==> src/rtl/gb_write_arbiter_pkg.sv <==
// Shared types and constants for the global-buffer write arbiter.
// Requester ids, FSM encoding and default buffer geometry.
package gb_pkg;

    localparam int REQ_EXT = 0;
    localparam int REQ_SYS = 1;
    localparam int REQ_AGG = 2;

    localparam int GB_ADDR_WIDTH = 16;
    localparam int GB_DATA_WIDTH = 128;

    typedef enum logic {
        IDLE  = 1'b0,
        GRANT = 1'b1
    } state_t;

endpackage

==> src/rtl/gb_write_arbiter_if.sv <==
// Requester beat bus plus global-buffer write port.
// master = requesters/buffer side, slave = arbiter.
interface gb_write_arbiter_if
    import gb_pkg::*;
#(
    parameter int N_REQ      = 3,
    parameter int ADDR_WIDTH = GB_ADDR_WIDTH,
    parameter int DATA_WIDTH = GB_DATA_WIDTH,
    parameter int ID_WIDTH   = 2
);

    logic [N_REQ-1:0]            req_valid;
    logic [N_REQ-1:0]            req_last;
    logic [N_REQ*ADDR_WIDTH-1:0] req_addr;
    logic [N_REQ*DATA_WIDTH-1:0] req_data;
    logic [N_REQ-1:0]            req_ready;
    logic                        gb_write;
    logic [ADDR_WIDTH-1:0]       gb_waddr;
    logic [DATA_WIDTH-1:0]       gb_din;
    logic [ID_WIDTH-1:0]         grant_id;
    logic                        busy;

    modport master (
        output req_valid, req_last, req_addr, req_data,
        input  req_ready, gb_write, gb_waddr, gb_din,
        input  grant_id, busy
    );

    modport slave (
        input  req_valid, req_last, req_addr, req_data,
        output req_ready, gb_write, gb_waddr, gb_din,
        output grant_id, busy
    );

endinterface

==> src/rtl/gb_write_arbiter_rr_select.sv <==
// Combinational round-robin pick: first valid index
// scanning ptr, ptr+1, ... with explicit wrap to zero.
module rr_select #(
    parameter int N_REQ    = 3,
    parameter int ID_WIDTH = 2
) (
    input  logic [N_REQ-1:0]    valid,
    input  logic [ID_WIDTH-1:0] ptr,
    output logic [ID_WIDTH-1:0] idx,
    output logic                any_valid
);

    logic found;
    int   c;

    always_comb begin
        idx       = '0;
        any_valid = |valid;
        found     = 1'b0;
        c         = (int'(ptr) >= N_REQ) ? 0 : int'(ptr);
        for (int i = 0; i < N_REQ; i++) begin
            if (!found && valid[c]) begin
                idx   = ID_WIDTH'(c);
                found = 1'b1;
            end
            c = (c == N_REQ - 1) ? 0 : c + 1;
        end
    end

endmodule

==> src/rtl/gb_write_arbiter.sv <==
// Global-buffer write arbiter: round-robin burst grants over
// valid/ready beats with a one-cycle registered write stage.
module gb_write_arbiter
    import gb_pkg::*;
#(
    parameter int ADDR_WIDTH = GB_ADDR_WIDTH,
    parameter int DATA_WIDTH = GB_DATA_WIDTH,
    parameter int N_REQ      = 3,
    parameter int MAX_BURST  = 16,
    parameter int ID_WIDTH   = 2
) (
    input  logic clk,
    input  logic rstn,
    gb_write_arbiter_if.slave bus
);

    localparam int CNT_W = $clog2(MAX_BURST) + 1;

    state_t               state, state_nx;
    logic [ID_WIDTH-1:0]  owner, owner_nx;
    logic [ID_WIDTH-1:0]  rr_ptr, rr_ptr_nx;
    logic [ID_WIDTH-1:0]  pick;
    logic [CNT_W-1:0]     beat_cnt, beat_cnt_nx;
    logic                 any_valid;
    logic                 accept;
    logic                 rel;
    logic [ADDR_WIDTH-1:0] sel_addr;
    logic [DATA_WIDTH-1:0] sel_data;
    logic                  wr_q;
    logic [ADDR_WIDTH-1:0] waddr_q;
    logic [DATA_WIDTH-1:0] din_q;

    rr_select #(
        .N_REQ    (N_REQ),
        .ID_WIDTH (ID_WIDTH)
    ) u_rr (
        .valid     (bus.req_valid),
        .ptr       (rr_ptr),
        .idx       (pick),
        .any_valid (any_valid)
    );

    assign sel_addr = bus.req_addr[int'(owner)*ADDR_WIDTH +: ADDR_WIDTH];
    assign sel_data = bus.req_data[int'(owner)*DATA_WIDTH +: DATA_WIDTH];

    assign accept = (state == GRANT) && bus.req_valid[owner];
    // last beat and the burst cap can coincide; either one releases once
    assign rel = accept &&
                 (bus.req_last[owner] ||
                  (beat_cnt == CNT_W'(MAX_BURST - 1)));

    always_comb begin
        bus.req_ready = '0;
        for (int i = 0; i < N_REQ; i++) begin
            bus.req_ready[i] = (state == GRANT) &&
                               (owner == ID_WIDTH'(i));
        end
    end

    always_comb begin
        state_nx    = state;
        owner_nx    = owner;
        rr_ptr_nx   = rr_ptr;
        beat_cnt_nx = beat_cnt;
        unique case (state)
            IDLE: begin
                if (any_valid) begin
                    owner_nx    = pick;
                    beat_cnt_nx = '0;
                    state_nx    = GRANT;
                end
            end
            GRANT: begin
                if (accept) begin
                    beat_cnt_nx = beat_cnt + 1'b1;
                end
                if (rel) begin
                    state_nx  = IDLE;
                    rr_ptr_nx = (owner == ID_WIDTH'(N_REQ - 1)) ?
                                '0 : owner + 1'b1;
                end
            end
            default: state_nx = IDLE;
        endcase
    end

    always_ff @(posedge clk or negedge rstn) begin
        if (!rstn) begin
            state    <= IDLE;
            owner    <= '0;
            rr_ptr   <= '0;
            beat_cnt <= '0;
        end else begin
            state    <= state_nx;
            owner    <= owner_nx;
            rr_ptr   <= rr_ptr_nx;
            beat_cnt <= beat_cnt_nx;
        end
    end

    always_ff @(posedge clk or negedge rstn) begin
        if (!rstn) begin
            wr_q    <= 1'b0;
            waddr_q <= '0;
            din_q   <= '0;
        end else begin
            wr_q <= accept;
            if (accept) begin
                waddr_q <= sel_addr;
                din_q   <= sel_data;
            end
        end
    end

    assign bus.gb_write = wr_q;
    assign bus.gb_waddr = waddr_q;
    assign bus.gb_din   = din_q;
    assign bus.grant_id = owner;
    assign bus.busy     = (state == GRANT);

endmodule

==> src/flat_wrapper.sv <==
// flat-port wrapper written by rule: the top's interface ports become plain ports
module gb_write_arbiter_flat import gb_pkg::*;
#(
    parameter int ADDR_WIDTH = GB_ADDR_WIDTH,
    parameter int DATA_WIDTH = GB_DATA_WIDTH,
    parameter int N_REQ      = 3,
    parameter int MAX_BURST  = 16,
    parameter int ID_WIDTH   = 2
)
  (clk, rstn, bus_req_valid, bus_req_last, bus_req_addr, bus_req_data, bus_req_ready, bus_gb_write, bus_gb_waddr, bus_gb_din, bus_grant_id, bus_busy);
  gb_write_arbiter_if #(.N_REQ(N_REQ), .ADDR_WIDTH(ADDR_WIDTH), .DATA_WIDTH(DATA_WIDTH), .ID_WIDTH(ID_WIDTH)) bus_i ();
  input  logic clk;
  input  logic rstn;
  input wire logic [$bits(bus_i.req_valid)-1:0] bus_req_valid;
  input wire logic [$bits(bus_i.req_last)-1:0] bus_req_last;
  input wire logic [$bits(bus_i.req_addr)-1:0] bus_req_addr;
  input wire logic [$bits(bus_i.req_data)-1:0] bus_req_data;
  output wire logic [$bits(bus_i.req_ready)-1:0] bus_req_ready;
  output wire logic [$bits(bus_i.gb_write)-1:0] bus_gb_write;
  output wire logic [$bits(bus_i.gb_waddr)-1:0] bus_gb_waddr;
  output wire logic [$bits(bus_i.gb_din)-1:0] bus_gb_din;
  output wire logic [$bits(bus_i.grant_id)-1:0] bus_grant_id;
  output wire logic [$bits(bus_i.busy)-1:0] bus_busy;
  assign bus_i.req_valid = bus_req_valid;
  assign bus_i.req_last = bus_req_last;
  assign bus_i.req_addr = bus_req_addr;
  assign bus_i.req_data = bus_req_data;
  assign bus_req_ready = bus_i.req_ready;
  assign bus_gb_write = bus_i.gb_write;
  assign bus_gb_waddr = bus_i.gb_waddr;
  assign bus_gb_din = bus_i.gb_din;
  assign bus_grant_id = bus_i.grant_id;
  assign bus_busy = bus_i.busy;
  gb_write_arbiter #(.ADDR_WIDTH(ADDR_WIDTH), .DATA_WIDTH(DATA_WIDTH), .N_REQ(N_REQ), .MAX_BURST(MAX_BURST), .ID_WIDTH(ID_WIDTH)) u_core (.clk(clk), .rstn(rstn), .bus(bus_i));
endmodule
==> config.mk <==
export PLATFORM = sky130hd
export DESIGN_NAME = gb_write_arbiter_flat
export DESIGN_NICKNAME = d
export VERILOG_FILES = /design/src/rtl/gb_write_arbiter_pkg.sv /design/src/rtl/gb_write_arbiter_if.sv /design/src/rtl/gb_write_arbiter_rr_select.sv /design/src/rtl/gb_write_arbiter.sv /design/src/flat_wrapper.sv
export SDC_FILE = /design/constraint.sdc
export NUM_CORES = 1
export LEC_CHECK = 0
export ABC_AREA = 1
export CORE_AREA = 10 10 220 222
export CTS_BUF_LIST = sky130_fd_sc_hd__clkbuf_16
export DETAILED_ROUTE_END_ITERATION = 12
export DIE_AREA = 0 0 230 232
export HOLD_SLACK_MARGIN = 0.06
export MAX_ROUTING_LAYER = met4
export PLACE_DENSITY = 0.59
export SETUP_SLACK_MARGIN = 0.1
export SYNTH_ARGS = -nofsm -noshare
export SYNTH_HDL_FRONTEND = slang
export SYNTH_HIERARCHICAL = 1
export SYNTH_SLANG_ARGS = --single-unit
export TNS_END_PERCENT = 5
==> constraint.sdc <==
create_clock -name clk -period 2.8 [get_ports clk]
set_clock_uncertainty 0.05 [all_clocks]
set_input_delay 0.84 -clock clk [delete_from_list [all_inputs] [get_ports clk]]
set_output_delay 0.84 -clock clk [all_outputs]
set_load 0.01 [all_outputs]
==> out/summary.txt <==
Endpoints failing setup -> 0
Area of the multi-input gates -> 4660 sq um
Num CTS Buffers -> 17
Reg area -> 3880 sq um
Final hold vios -> 0
DIE AREA -> 53,400 sq um
FF-to-FF path depth -> 7
HPWL after DPL -> 35,000 microns
Slew HR -> 0.716
Type of destination of the critical path -> output pin
Crit-path cells -> clkdlybuf4s50_1
Drt first pass iters -> 5
# DRC -> 0
CTS Sinks -> 155
Arrival @ worst endpoint -> 1.65 ns
Synth Instances -> 1,373
Synthesis-to-layout area growth -> 79.7%
Seq pwr share -> 0.239
Worst setup path startpoint -> u_core/bus.busy
Worst reg2reg startpoint -> u_core/bus.grant_id[0]
Crit path max-delay family -> buffers and inverters
Vias in the first global route -> 11,500
YS warnings -> 6
Clock Tree Buf Depth -> 2
Tightest Pin Transition -> 0.426 ns
Synthesized Nets -> 1,818
Cell Area, Synth -> 9070 sq um
R2r setup slk -> 0.85 ns
CTS tree -> done
Sw Ratio -> 0.437
Max_cap viols -> 0
Sequential area share after synthesis -> 0.427
Reg-to-Reg End -> u_core/bus.gb_din[9]
Crit path time final -> 2.54 ns
Distinct cell type count after synthesis -> 19
DRT iter0 DRCs -> 719
CTS root buffer -> clkbuf_16
DR vias -> 11,000
Slowest-stage cell, CP -> clkdlybuf4s50_1
Die H -> 232 microns
WL per Instance -> 17.5 microns
First-pass GRT wire length -> 66,300 microns
Initial antenna violation count -> 2
WP data required -> 1.91 ns
P per Cell Area -> 961 nW/um^2
Hold Path Class -> in2async
Layout cell share with drive strength beyond 1 -> 0.0353
Unrepaired setup endpoints after global routing -> false
Worst slack at placement -> 0.315 ns
Tcrit/Tclk final -> 0.906
Synthesized flop and latch total -> 155
Critical Path Start Type -> flip-flop
Clk_lat worst skew -> 0.44 ns
Initial core utilization -> 0.207
Clk network pwr share -> 0.169
Crit Path Max Fanout -> 4
LEAKAGE -> 7.53 nW
Hold_buf cts -> 0
Pint -> 0.00882 W
Setup_tns -> 0 ns
Crit path kind -> reg2out
Die X -> 230 microns
Critical path buffers and inverters -> 1
WL final -> 44,200 microns
Core area -> 43,900 sq um
GRT overflow -> 0
Routed Antenna Nets -> 0
NumNets Final -> 2,357
Number of primary I/O pins -> 591
Mapped Avg Cell Area -> 6.61 sq um
Fin util -> 0.371
Switching power -> 0.00684 W
Postcts setup bufs -> 0
Fmax -> 394 MHz
Cell Rows -> 77
I/O Buffers -> 590
Final max-slew violation count -> 0
Largest net degree at the start of global routing -> 77
Combinational power share -> 0.592
Slowest cell delay on critical path -> 0.76 ns
Worst-path clk slew -> 0.06 ns
Final worst slack -> 0.264 ns
Max H-tree Level -> 4
Peak supply drop -> 0.583 mV
RD Place Congestion -> 0.877
Detailed-route vias per instance -> 4.38
Status -> finished clean
GR Util All Layers -> 0.162
Layout fillers -> 4,657
==> flip-flops by register name, indices dropped and copies added, names as in the netlist <==
register             cells
u_core/bus.gb_din      128
u_core/bus.gb_waddr     16
u_core/beat_cnt          5
u_core/bus.grant_id      2
u_core/rr_ptr            2
u_core/bus.busy          1
u_core/bus.gb_write      1
==> cell usage in the layout, fill, tap and decap left out, types with 3 or more instances in the layout <==
cell	n
clkbuf_16	17
inv_1	18
nor3_1	3
bufinv_16	6
ha_1	5
nor2_1	6
nand4_1	8
clkdlybuf4s50_1	586
nand3_1	308
buf_12	15
nor2_4	3
dfrtp_1	155
nand2_1	755
o21ai_0	3
dlygate4sd2_1	3
buf_4	13
a21oi_1	4
inv_2	4
==> through the flow <==
step                total power, W  hold slack, ns  std cells  cell area (sq um)
global placement            0.0131           0.437       2485              15700
floorplan                  0.00877           0.417       1373               9070
global route                0.0170           0.249       2518              16300
CTS                         0.0159           0.253       2516              16300
detailed placement          0.0132           0.442       2485              15700
finish                      0.0157           0.267       2518              16300
==> layer usage <==
metal | routed length [microns] | global-route usage
met3 | 3040 | 0.0476
met4 | 1000 | 0.0524
met1 | 17400 | 0.172
met5 | 0 | -
met2 | 22800 | 0.284
==> power groups by stage <==
stage	clock (W)	sequential (W)	combinational, W
finish	0.00264	0.00375	0.00928
global route	0.00283	0.00387	0.0103
detailed placement	0	0.00379	0.00943
global placement	0	0.00375	0.00935
floorplan	0	0.00412	0.00465
CTS	0.00274	0.00376	0.00944
==> synthesized netlist by cell type, drive strengths merged <==
cell	n	area share
nand2	756	0.31
nand3	311	0.17
dfrtp	155	0.43
buf	72	0.043
clkbuf	26	0.011
inv	20	0.0083
nor2	9	0.0062
nand4	8	0.0055
ha	5	0.0069
a21oi	4	0.0022
o21ai	4	0.0022
nor3	3	0.0017
==> what timing repair did <==
item / in CTS / in global routing
endpoints found under the setup margin: 3 / 0
hold endpoints to repair: 0 / 0
gates resized for setup: 3 / 0
==> how the worst max path moves through the flow <==
| stage | slack [ns] | cells past startpoint | end |
|---|---|---|---|
| 2_1_floorplan | 0.97 | 3 | bus_req_ready[2] |
| 3_3_place_gp | 0.32 | 7 | u_core/bus.busy |
| 3_5_place_dp | 0.32 | 7 | u_core/bus.busy |
| 4_1_cts | 0.22 | 1 | bus_busy |
| 5_1_grt | 0.17 | 3 | bus_req_ready[1] |
| 6_report | 0.26 | 1 | bus_busy |
==> area by class of cell <==
| class | instances | share of cell area |
|---|---|---|
| antenna | 2 | 0.000307 |
| tap | 592 | 0.0454 |
| timing repair buffer | 618 | 0.386 |
| clock buffer | 17 | 0.0261 |
| sequential | 155 | 0.238 |
| clock inverter | 14 | 0.0139 |
| multi-input combinational | 1100 | 0.285 |
| inverter | 20 | 0.00460 |
==> cells by family (layout without fill, tap and decap cells) <==
kind of cell,after synthesis,count (layout),share of synthesized area
AND/OR/NAND/NOR,1087,1087,0.499
flip-flops,155,155,0.427
buffers and inverters,118,669,0.0620
AO/OA/AOI/OAI,8,8,0.00441
adder cells (fa/ha/maj),5,5,0.00689
other,0,2,0
(Power assumes the default switching activity.)
